===== src/rtl/word_tokenizer.sv =====
// Splits a character stream into whitespace-delimited words and holds each word for a
// valid/ready consumer. Define WORD_TOKENIZER_BACKSPACE_EN to treat 0x08/0x7F as edit characters.
module word_tokenizer #(
   parameter  int WIDTH      = 32,
   localparam int WIDTH_BITS = $clog2(WIDTH) + 1,
   localparam int DATA_WIDTH = 8
) (
   input  logic                  i_clk,
   input  logic                  i_rst_n,
   input  logic [DATA_WIDTH-1:0] i_data,
   input  logic                  i_valid,
   output logic                  o_ready,
   output logic [DATA_WIDTH-1:0] o_word [WIDTH-1:0],
   output logic [WIDTH_BITS-1:0] o_len,
   output logic                  o_valid,
   input  logic                  i_ready,
   output logic                  o_ovf,
   output logic                  o_eol
);

   localparam int IDX_BITS = (WIDTH > 1) ? $clog2(WIDTH) : 1;

   typedef enum logic [1:0] {
      IDLE    = 2'd0,
      COLLECT = 2'd1,
      HOLD    = 2'd2
   } state_t;

   state_t state, state_next;

   logic is_delim, is_eol, is_edit;
   logic wr_en, drop, bs_en, clr, eol_set;
   logic [WIDTH_BITS-1:0] len_m1;
   logic [IDX_BITS-1:0]   wr_idx, bs_idx;

   assign is_eol   = (i_data == 8'h0D) || (i_data == 8'h0A);
   assign is_delim = is_eol || (i_data == 8'h20) || (i_data == 8'h09);

`ifdef WORD_TOKENIZER_BACKSPACE_EN
   assign is_edit = (i_data == 8'h08) || (i_data == 8'h7F);
`else
   assign is_edit = 1'b0;
`endif

   // Indices are only used when the length is in range, so truncation is safe.
   assign len_m1 = o_len - 1'b1;
   assign wr_idx = o_len[IDX_BITS-1:0];
   assign bs_idx = len_m1[IDX_BITS-1:0];

   // Handshake flags come straight from the state register: no input-to-output paths.
   assign o_ready = (state != HOLD);
   assign o_valid = (state == HOLD);

   // NOTE: non-blocking assignments in clocked blocks so every register samples pre-edge values.
   always_ff @(posedge i_clk or negedge i_rst_n) begin
      if (!i_rst_n) state <= IDLE;
      else          state <= state_next;
   end

   // NOTE: every output of this block gets a default first, otherwise a latch is inferred.
   always_comb begin
      state_next = state;
      wr_en      = 1'b0;
      drop       = 1'b0;
      bs_en      = 1'b0;
      clr        = 1'b0;
      eol_set    = 1'b0;
      case (state)
         IDLE: begin
            if (i_valid && !is_delim && !is_edit) begin
               wr_en      = 1'b1;
               state_next = COLLECT;
            end
         end
         COLLECT: begin
            if (i_valid) begin
               if (is_edit) begin
                  bs_en = (o_len != '0);
               end else if (is_delim) begin
                  if (o_len != '0) begin
                     state_next = HOLD;
                     eol_set    = is_eol;
                  end else begin
                     // Word fully erased: drop any sticky overflow and emit nothing.
                     clr        = 1'b1;
                     state_next = IDLE;
                  end
               end else if (o_len < WIDTH_BITS'(WIDTH)) begin
                  wr_en = 1'b1;
               end else begin
                  drop = 1'b1;
               end
            end
         end
         HOLD: begin
            if (i_ready) begin
               clr        = 1'b1;
               state_next = IDLE;
            end
         end
         default: state_next = IDLE;
      endcase
   end

   // NOTE: the word buffer is reset because unused entries are visible outputs that must read 0x00.
   always_ff @(posedge i_clk or negedge i_rst_n) begin
      if (!i_rst_n) begin
         for (int i = 0; i < WIDTH; i++) o_word[i] <= '0;
         o_len <= '0;
         o_ovf <= 1'b0;
         o_eol <= 1'b0;
      end else if (clr) begin
         for (int i = 0; i < WIDTH; i++) o_word[i] <= '0;
         o_len <= '0;
         o_ovf <= 1'b0;
         o_eol <= 1'b0;
      end else begin
         if (wr_en) begin
            o_word[wr_idx] <= i_data;
            o_len          <= o_len + 1'b1;
         end
         if (bs_en) begin
            o_word[bs_idx] <= '0;
            o_len          <= len_m1;
         end
         if (drop)    o_ovf <= 1'b1;
         if (eol_set) o_eol <= 1'b1;
      end
   end

endmodule


===== config.mk =====
export PLATFORM = sky130hd
export DESIGN_NAME = word_tokenizer
export DESIGN_NICKNAME = d
export VERILOG_FILES = /design/src/rtl/word_tokenizer.sv
export SDC_FILE = /design/constraint.sdc
export NUM_CORES = 1
export LEC_CHECK = 0
export BUFFER_PORTS_ARGS = -buffer_cell sky130_fd_sc_hd__buf_4
export CAP_MARGIN = 30
export CORE_MARGIN = 1.5
export CORE_UTILIZATION = 45
export DETAILED_ROUTE_END_ITERATION = 16
export PLACE_DENSITY = 0.71
export SETUP_SLACK_MARGIN = 0.1
export SYNTH_ARGS = -nofsm -noshare
export SYNTH_HDL_FRONTEND = slang
export SYNTH_SLANG_ARGS = --single-unit

===== constraint.sdc =====
create_clock -name i_clk -period 5.3 [get_ports i_clk]
set_clock_uncertainty 0.05 [all_clocks]
set_input_delay 1.06 -clock i_clk [delete_from_list [all_inputs] [get_ports i_clk]]
set_output_delay 1.06 -clock i_clk [all_outputs]
set_load 0.1 [all_outputs]

==> qor.json, run 1 <==
{
  "drt_pass1_iterations": 4,
  "library_cell_appearing_most_often_on_the_critical_path": "sky130_fd_sc_hd__buf_4",
  "wl_per_cell_um": 20.0,
  "mappedNetlistArea_um2": 11800,
  "relSlewSlack": 0.373,
  "cts_repair_resize_count": 0,
  "crit_fanout": 71,
  "grt_overflow": 0,
  "synth.avg_cell_area_um2": 12.1,
  "tightest_slew_ns": 0.941,
  "final_std_cells_w_o_fill": 1573,
  "critPathMaxStageDelay_ns": 0.75,
  "synth_cell_type_count": 42,
  "synth.yosys.warnings": 0,
  "clock_tree.root_cell": "sky130_fd_sc_hd__clkbuf_16",
  "design_area_um2": 14900,
  "fin_crit_ns": 3.49,
  "start_util": 0.456,
  "hold_buffers": 0,
  "grt_util_all_layers": 0.228,
  "clock_latency_ns": 0.52,
  "setup_total_negative_slack_ns": 0,
  "layout-drive-gt1-share": 0.305,
  "dpl-instance-area_um2": 14000,
  "nNetsFinal": 1242,
  "cts_max_path_buffers": 3,
  "layout-area-overhead-vs-synth_pct": 25.9,
  "cts.clk_slew.worst_paths_ns": 0.06,
  "grt_pass1_wl_mm": 47.9,
  "worst-endpoint-required_ns": 5.66,
  "tritoncts": "built",
  "drc_errors": 0,
  "fp.dieArea_um2": 27200,
  "floorplan.io_pins": 278,
  "drt_iter0_markers": 477,
  "worstHoldPathType": "reg2reg",
  "place.detailed.instances": 1527,
  "report.final.slew_viol_count": 0,
  "layout.cells.most_common_list": "sky130_fd_sc_hd__buf_4 (281), sky130_fd_sc_hd__dfrtp_1 (266), sky130_fd_sc_hd__nor2_1 (265), sky130_fd_sc_hd__mux2i_1 (257), sky130_fd_sc_hd__clkbuf_16 (29)",
  "postRouteWirelength_mm": 31.5,
  "die_width_um": 165,
  "finalHoldViolations": 0,
  "layout.filler_cells": 2240,
  "crit_family": "compound AO/OA/AOI/OAI gates",
  "postSynthNetCount": 994,
  "async_flop_share": 1.00,
  "max_cap_violations": 0,
  "ctsHtreeMaxLevel": 1,
  "numClockSinks": 266,
  "synth.ff_latch_count": 266,
  "cts_buffers": 29,
  "timing.critical_path.cells": "buf_4 -> nor3_4 -> o211ai_4 -> a21oi_1 -> o21a_4 -> buf_4 -> nor2_1",
  "period_share": 0.659,
  "critical_path.slowest_cell": "sky130_fd_sc_hd__o21a_4",
  "syn-instance-count": 975,
  "vias_in_the_first_global_route": 8183,
  "hpwl_mm": 20.2,
  "whs_ns": 0.468,
  "clock.fmax_mhz": 286,
  "synth-seq-area-share": 0.563,
  "die_h_um": 165,
  "final_common_cell": "sky130_fd_sc_hd__buf_4",
  "setup_viol_count_final": 0,
  "number_of_antenna_violations_at_the_first_check_in_global_routing": 1,
  "synthFlopType": "sky130_fd_sc_hd__dfrtp_1",
  "grt_start_max_net_pins": 116,
  "antenna_violating_nets_post_route": 0,
  "rsz_0062_raised_after_global_routing": "no",
  "multi_input_gate_area_um2": 4630,
  "timing.critical_path.arrival_ns": 3.86,
  "routability_congestion_estimate": 0.781,
  "via_per_inst": 5.21,
  "placement_rows": 59,
  "cp.buffers_inverters": 2,
  "synth_enable_flop_cells": 0,
  "place.port_buffers": 277,
  "critPathLaunchType": "input pin",
  "postCtsSetupRepairBufs": 0,
  "outcome": "complete, no violations",
  "core_outline_area_um2": 25900,
  "routed-via-count": 8189,
  "crit_type": "in2reg",
  "end_kind": "flop",
  "seq_area_um2": 6660,
  "count_of_antenna_diodes_in_the_layout": 0
}
cell type report:
class / instances / share of cell area
Tap cell: 335 / 0.0282
Clock buffer: 42 / 0.0561
Inverter: 10 / 0.00269
Clock inverter: 4 / 0.00370
Timing Repair Buffer: 288 / 0.151
Multi-Input combinational cell: 628 / 0.311
Sequential cell: 266 / 0.447
stage by stage:
step,setup slack (ns),utilization
after floorplan,2.23,-
after global placement,1.36,0.540
after detailed placement,1.27,0.540
after CTS,1.83,0.574
after global routing,1.66,0.574
final,1.81,0.574
registers in the layout, summed over array words and instances (netlist names):
register  count
o_eol         1
o_ovf         1
o_word      256
o_len         6
state         2
cells in the mapped netlist, types with 3 or more instances:
cell type,count,area [um^2]
sky130_fd_sc_hd__buf_2,10,50.1
sky130_fd_sc_hd__a211oi_2,3,37.5
sky130_fd_sc_hd__o21ai_0,5,25.0
sky130_fd_sc_hd__nand3_1,3,15.0
sky130_fd_sc_hd__a21oi_1,6,30.0
sky130_fd_sc_hd__nand3_2,25,250
sky130_fd_sc_hd__clkbuf_1,28,105
sky130_fd_sc_hd__buf_6,28,315
sky130_fd_sc_hd__nand3_4,7,123
sky130_fd_sc_hd__dfrtp_1,266,6660
sky130_fd_sc_hd__xnor2_1,3,26.3
sky130_fd_sc_hd__a2111oi_4,5,138
sky130_fd_sc_hd__buf_4,4,30.0
sky130_fd_sc_hd__a21oi_4,3,48.8
sky130_fd_sc_hd__nand2b_1,3,18.8
sky130_fd_sc_hd__ha_1,7,87.6
sky130_fd_sc_hd__mux2i_1,257,2570
sky130_fd_sc_hd__nand4_1,3,18.8
sky130_fd_sc_hd__nand2_1,11,41.3
sky130_fd_sc_hd__nor2_1,265,995
sky130_fd_sc_hd__inv_1,9,33.8
metal layers:
layer | part of all wire | GRT usage | vias up
met2 | 0.48 | 0.371 | 225
met1 | 0.43 | 0.307 | 4159
met4 | 0.018 | 0.0532 | 2
met5 | 0.00054 | 0 | -
li1 | - | - | 3763
met3 | 0.069 | 0.0572 | 40
path summary, 6_finish.rpt:
path,start,endpoint,slack (ns),depth (start not counted)
min reg2reg,o_word[2],o_word[2],0.47,2
min,o_word[2],o_word[2],0.47,2
min in group asynchronous,i_rst_n,o_word[235],0.50,1
max reg2reg,state[1],o_word[121],2.39,7
max in group asynchronous,i_rst_n,o_word[123],3.53,2
max,i_data[4],o_word[161],1.81,7
kinds of logic after synthesis:
logic type      after synthesis  share of synthesized area
compound gates               29                     0.0294
xor+xnor                      3                    0.00222
fa+ha+maj                     7                    0.00741
buf+inv                      81                     0.0462
flops                       266                      0.563
mux                         257                      0.218
simple gates                332                      0.134
tightest hold or removal path: stages, from the launching register on:
cell                      delay (ns)
sky130_fd_sc_hd__dfrtp_1        0.34
sky130_fd_sc_hd__mux2i_1        0.07
sky130_fd_sc_hd__nor2_1         0.07
Power of run 1 is not shown: default switching activity piles up to over one toggle a cycle in this logic, so the estimate is an artifact.
==> run 2: changes to the inputs <==
--- a/config.mk
+++ b/config.mk
@@ -10,7 +10,7 @@
 export CORE_MARGIN = 1.5
 export CORE_UTILIZATION = 45
 export DETAILED_ROUTE_END_ITERATION = 16
-export PLACE_DENSITY = 0.71
+export PLACE_DENSITY = 0.73
 export SETUP_SLACK_MARGIN = 0.1
 export SYNTH_ARGS = -nofsm -noshare
 export SYNTH_HDL_FRONTEND = slang
==> constraint.sdc (replaced) <==
create_clock -name i_clk -period 3 [get_ports i_clk]
set_clock_uncertainty 0.05 [all_clocks]
set_input_delay 0.6 -clock i_clk [delete_from_list [all_inputs] [get_ports i_clk]]
set_output_delay 0.6 -clock i_clk [all_outputs]
set_load 0.1 [all_outputs]
==> run 2 against run 1 <==
Compared with the run above:
- sequential cell count unchanged
- register-to-register slack worse by 2.0 ns
- worst setup slack got worse by 1.4 ns
- via count grew 1.8%
- first-iteration DRC count up 22%
- final area is 0.77% higher
- global-route usage up 1.0 points
==> qor.json, run 2 (synthesis results as in run 1) <==
{
  "outcome": "complete, no violations",
  "fp.dieArea_um2": 27200,
  "end_kind": "flop",
  "postRouteWirelength_mm": 32.8,
  "start_util": 0.456,
  "drt_pass1_iterations": 5,
  "die_width_um": 165,
  "relSlewSlack": 0.385,
  "setup_viol_count_final": 0,
  "clock_tree.root_cell": "sky130_fd_sc_hd__clkbuf_16",
  "rsz_0062_raised_after_global_routing": "no",
  "worst-r2r-setup-slack_ns": 0.41,
  "grt_start_max_net_pins": 110,
  "numClockSinks": 266,
  "clock_latency_ns": 0.53,
  "drc_errors": 0,
  "report.final.slew_viol_count": 0,
  "period_share": 0.865,
  "routed-via-count": 8334,
  "cts.clk_slew.worst_paths_ns": 0.06,
  "largest-register": "o_word",
  "worst-endpoint-required_ns": 3.35,
  "clock.fmax_mhz": 385,
  "tightest_slew_ns": 0.922,
  "timing.hold.worst_path_depth": 3,
  "grt_pass1_wl_mm": 49.8,
  "ctsHtreeMaxLevel": 1,
  "drt_iter0_markers": 584,
  "wl_per_cell_um": 20.6,
  "floorplan.io_pins": 278,
  "max_cap_violations": 0,
  "layout.filler_cells": 2190,
  "place.port_buffers": 277,
  "vias_in_the_first_global_route": 8340,
  "grt_util_all_layers": 0.238,
  "via_per_inst": 5.23,
  "timing.critical_path.arrival_ns": 2.94,
  "critPathLaunchType": "flop",
  "grt_overflow": 0,
  "placement_rows": 59,
  "largest_register_ff_count": 256,
  "crit_type": "reg2reg",
  "cts_max_path_buffers": 3,
  "number_of_antenna_violations_at_the_first_check_in_global_routing": 2,
  "top_registers": "o_word x256, o_len x6, state x2",
  "final_common_cell": "sky130_fd_sc_hd__buf_4",
  "ff2ff_path_depth": 8,
  "layout-drive-gt1-share": 0.310,
  "hpwl_mm": 21.0,
  "crit_fanout": 10,
  "cts_buffers": 28,
  "setup_total_negative_slack_ns": 0,
  "finalHoldViolations": 0,
  "fin_crit_ns": 2.59,
  "core_outline_area_um2": 25900,
  "layout.cells.most_common_list": "sky130_fd_sc_hd__buf_4 (293), sky130_fd_sc_hd__dfrtp_1 (266), sky130_fd_sc_hd__nor2_1 (265), sky130_fd_sc_hd__mux2i_1 (257), sky130_fd_sc_hd__clkbuf_16 (29)",
  "routability_congestion_estimate": 0.788,
  "tritoncts": "built",
  "layout-area-overhead-vs-synth_pct": 26.9,
  "multi_input_gate_area_um2": 4630,
  "die_h_um": 165,
  "seq_area_um2": 6660,
  "antenna_violating_nets_post_route": 0,
  "nNetsFinal": 1254,
  "worstHoldPathType": "in2reg"
}
[run 2: changes by cell type in the layout (fill, tap and decap cells not counted)]
cell,previous run,this run
sky130_fd_sc_hd__bufinv_16,1,2
sky130_fd_sc_hd__clkinv_2,0,3
sky130_fd_sc_hd__dlygate4sd3_1,0,1
sky130_fd_sc_hd__clkbuf_1,7,11
sky130_fd_sc_hd__clkbuf_8,6,3
sky130_fd_sc_hd__buf_4,281,293
sky130_fd_sc_hd__clkinv_4,1,0
sky130_fd_sc_hd__diode_2,0,2
[run 2: path summary, 6_finish.rpt]
| check | start | end |
|---|---|---|
| max in group asynchronous | i_rst_n | o_word[148] |
| max reg2reg | state[1] | o_word[123] |
| min reg2reg | o_word[99] | o_word[99] |
| max | state[1] | o_word[123] |
| min in group asynchronous | i_rst_n | o_word[223] |
| min | i_data[1] | o_word[81] |
[run 2: final cells by class]
type	instances	share of cell area
multi-input cells	628	0.309
repair buffers	301	0.156
inverters	10	0.00267
well taps	335	0.0280
flip-flops and latches	266	0.444
clock inverters	7	0.00609
clock buffers	43	0.0539
diodes	2	0.000334
[run 2: what timing repair did]
item	4_1_cts	5_1_grt
resized for setup	0	0
hold endpoints to repair	56	0
setup buffers	0	0
hold buffers	1	0
[run 2: layer usage]
metal,global-route usage,vias to the layer above,wire length (um)
li1,-,3798,-
met1,0.323,4223,14200
met2,0.376,257,15500
met3,0.0584,56,2290
met4,0.0762,0,828
met5,0,-,0
[run 2: worst max-delay path, stage by stage, from the launching register on]
cell	delay [ns]
sky130_fd_sc_hd__dfrtp_1	0.39
sky130_fd_sc_hd__inv_1	0.09
sky130_fd_sc_hd__ha_1	0.28
sky130_fd_sc_hd__nand2b_1	0.08
sky130_fd_sc_hd__buf_4	0.21
sky130_fd_sc_hd__a2111oi_4	0.65
sky130_fd_sc_hd__nand3_2	0.39
sky130_fd_sc_hd__mux2i_1	0.25
sky130_fd_sc_hd__nor2_1	0.06
[run 2: metrics by stage]
stage               utilization  cell area, um^2  hold WS, ns  cells  worst slack [ns]
floorplan                     -            11800        0.254    975             0.114
global placement          0.543            14100        0.438   1539            0.0971
detailed placement        0.543            14100        0.464   1539            0.0486
CTS                       0.578            15000        0.400   1590             0.411
global route              0.579            15000        0.413   1592             0.147
finish                    0.579            15000        0.407   1592             0.405
Power of run 2 is left out for the same reason.
==> run 3: changes to the inputs <==
--- a/config.mk
+++ b/config.mk
@@ -5,12 +5,13 @@
 export SDC_FILE = /design/constraint.sdc
 export NUM_CORES = 1
 export LEC_CHECK = 0
+export ABC_AREA = 1
 export BUFFER_PORTS_ARGS = -buffer_cell sky130_fd_sc_hd__buf_4
 export CAP_MARGIN = 30
 export CORE_MARGIN = 1.5
 export CORE_UTILIZATION = 45
 export DETAILED_ROUTE_END_ITERATION = 16
-export PLACE_DENSITY = 0.73
+export PLACE_DENSITY = 0.71
 export SETUP_SLACK_MARGIN = 0.1
 export SYNTH_ARGS = -nofsm -noshare
 export SYNTH_HDL_FRONTEND = slang
==> constraint.sdc (replaced) <==
create_clock -name i_clk -period 2.45 [get_ports i_clk]
set_clock_uncertainty 0.05 [all_clocks]
set_input_delay 0.49 -clock i_clk [delete_from_list [all_inputs] [get_ports i_clk]]
set_output_delay 0.49 -clock i_clk [all_outputs]
set_load 0.1 [all_outputs]
==> run 3 against run 2 <==
Compared with the run above:
- sequential share of layout area grew 1.8 points
- critical path depth grew 2
- global-route usage grew 3.1 points
- synthesized cell count grew 17%
- routed wire length grew 5.9%
- sequential cell count is the same
- register-to-register slack lost 0.16 ns
- largest cell class unchanged
==> qor.json, run 3 <==
{
  "die_h_um": 160,
  "die_width_um": 160,
  "syn-instance-count": 1140,
  "finalHoldViolations": 0,
  "synth-seq-area-share": 0.601,
  "antenna_violating_nets_post_route": 0,
  "clock_tree.root_cell": "sky130_fd_sc_hd__clkbuf_16",
  "mappedNetlistArea_um2": 11100,
  "outcome": "complete, no violations",
  "via_per_inst": 5.59,
  "period_share": 0.899,
  "top_registers": "o_word x256, o_len x6, state x2",
  "drc_errors": 0,
  "report.final.slew_viol_count": 0,
  "layout-area-overhead-vs-synth_pct": 29.9,
  "crit_type": "in2reg",
  "crit_fanout": 33,
  "final_common_cell": "sky130_fd_sc_hd__buf_4",
  "critPathLaunchType": "input pin",
  "tritoncts": "built",
  "worst-endpoint-required_ns": 2.78,
  "timing.critical_path.cells": "buf_4 -> nor2_1 -> nand2_1 -> inv_1 -> nand2_1 -> nand2_2 -> nor2_4 -> nand3_1 -> nand3_1 -> o21ai_1",
  "yosys-top-cells-count": "sky130_fd_sc_hd__nand3_1 (297), sky130_fd_sc_hd__dfrtp_1 (266), sky130_fd_sc_hd__o21ai_1 (248)",
  "clock_latency_ns": 0.54,
  "drt_iter0_markers": 789,
  "end_kind": "flop",
  "fin_crit_ns": 2.20,
  "placement_rows": 57,
  "postRouteWirelength_mm": 34.7,
  "async_flop_share": 1.00,
  "max_cap_violations": 0,
  "vias_in_the_first_global_route": 9496,
  "rsz_0062_raised_after_global_routing": "yes",
  "post-synth-top-area-fraction": 0.601,
  "fp.dieArea_um2": 25600,
  "clock.fmax_mhz": 454,
  "dp_slack_ns": -0.277,
  "routability_congestion_estimate": 0.810,
  "setup_slack_ns": 0.248,
  "postSynthNetCount": 1159,
  "count_of_antenna_diodes_in_the_layout": 0,
  "design_area_um2": 14400,
  "cts.clk_slew.worst_paths_ns": 0.06,
  "ctsHtreeMaxLevel": 1,
  "routed-via-count": 9814,
  "place.port_buffers": 277,
  "core_outline_area_um2": 24200,
  "hpwl_mm": 22.4,
  "drt_pass1_iterations": 5,
  "nNetsFinal": 1433,
  "worstHoldPathType": "in2reg",
  "tightest_slew_ns": 0.905,
  "wl_per_cell_um": 19.8,
  "synthFlopType": "sky130_fd_sc_hd__dfrtp_1",
  "synthMostInstantiatedCell": "sky130_fd_sc_hd__nand3_1",
  "critical_path.slowest_cell": "sky130_fd_sc_hd__nor2_4",
  "layout.cells.most_common_list": "sky130_fd_sc_hd__buf_4 (302), sky130_fd_sc_hd__nand3_1 (297), sky130_fd_sc_hd__dfrtp_1 (264), sky130_fd_sc_hd__o21ai_1 (248), sky130_fd_sc_hd__nor2_1 (78)",
  "grt_util_all_layers": 0.270,
  "floorplan.io_pins": 278,
  "start_util": 0.457,
  "grt_pass1_wl_mm": 54.5,
  "grt_start_max_net_pins": 90,
  "netlist_top_cells_area": "sky130_fd_sc_hd__dfrtp_1 (60%), sky130_fd_sc_hd__nand3_1 (13%), sky130_fd_sc_hd__o21ai_1 (11%), sky130_fd_sc_hd__buf_6 (2.7%), sky130_fd_sc_hd__nor2_1 (2.7%)",
  "number_of_antenna_violations_at_the_first_check_in_global_routing": 0,
  "synth.ff_latch_count": 266,
  "timing.critical_path.arrival_ns": 2.54,
  "layout-drive-gt1-share": 0.284,
  "cts_max_path_buffers": 3,
  "synth_cell_type_count": 27,
  "post-synth-top-area-cell": "sky130_fd_sc_hd__dfrtp_1",
  "largest_register_ff_count": 256,
  "relSlewSlack": 0.395,
  "setup_total_negative_slack_ns": 0,
  "numClockSinks": 266,
  "largest-register": "o_word",
  "synth_enable_flop_cells": 0,
  "synth.yosys.warnings": 0,
  "postCtsSetupRepairBufs": 0,
  "grt_overflow": 0,
  "setup_viol_count_final": 0,
  "critPathMaxStageDelay_ns": 0.69,
  "layout.filler_cells": 2128,
  "synth.avg_cell_area_um2": 9.72,
  "dpl-instance-area_um2": 13500,
  "cts_buffers": 28
}
[run 3: changes by cell type in the layout (fill, tap and decap cells not counted), moves of 25 or more]
cell	delta
sky130_fd_sc_hd__nand3_2	-25
sky130_fd_sc_hd__mux2i_1	-257
sky130_fd_sc_hd__inv_1	+45
sky130_fd_sc_hd__nand3_1	+294
sky130_fd_sc_hd__nand2_1	+33
sky130_fd_sc_hd__nand2_2	+25
sky130_fd_sc_hd__nor2_1	-187
sky130_fd_sc_hd__o21ai_1	+248
[run 3: cell type report]
type	instances	area [um^2]	share of cell area
Clock buffer	39	813	0.0565
Clock inverter	9	97.6	0.00678
Inverter	70	263	0.0182
Multi-Input combinational cell	735	3700	0.257
Sequential cell	266	6660	0.462
Tap cell	324	405	0.0282
Timing Repair Buffer	313	2460	0.171
[run 3: per-stage QoR]
stage          hold WS (ns)  std cells  utilization
6_report              0.171       1756        0.594
5_1_grt               0.170       1756        0.594
4_1_cts               0.157       1756        0.594
3_5_place_dp          0.434       1707        0.556
3_3_place_gp          0.430       1707        0.556
2_1_floorplan         0.144       1140            -
[run 3: final timing paths]
path,startpoint,to,slack [ns],depth (start not counted)
max in group asynchronous,i_rst_n,o_word[154],1.07,3
min,i_data[5],o_word[253],0.17,3
min in group asynchronous,i_rst_n,o_word[252],0.45,2
min reg2reg,o_eol,o_eol,0.45,1
max reg2reg,o_len[0],o_word[205],0.25,11
max,i_data[6],o_word[33],0.25,10
[run 3: timing repair]
action / CTS / global route
resized for setup: 0 / 2
endpoints found under the hold margin: 55 / 0
endpoints found under the setup margin: 0 / 72
hold buffers: 1 / 0
[run 3: routing by layer]
layer / track usage / share of wire / vias to the layer above
met5: 0 / 0 / -
met4: 0.0782 / 0.025 / 0
met3: 0.0642 / 0.095 / 65
met2: 0.428 / 0.47 / 468
met1: 0.371 / 0.41 / 4797
li1: - / - / 4484
[run 3: critical path: cells and delay by family]
kind | cells | cell delay, ns
compound gates | 1 | 0.10
simple gates | 7 | 1.77
buf+inv | 2 | 0.16
[run 3: logic make-up (layout without fill, tap and decap cells)]
family / Yosys count / after routing / share of synthesized area
fa+ha+maj: 7 / 7 / 0.00790
compound gates: 263 / 263 / 0.121
flops: 266 / 266 / 0.601
buf+inv: 139 / 431 / 0.0679
xor+xnor: 1 / 1 / 0.000791
simple gates: 464 / 464 / 0.201
Power of run 3 is left out for the same reason.
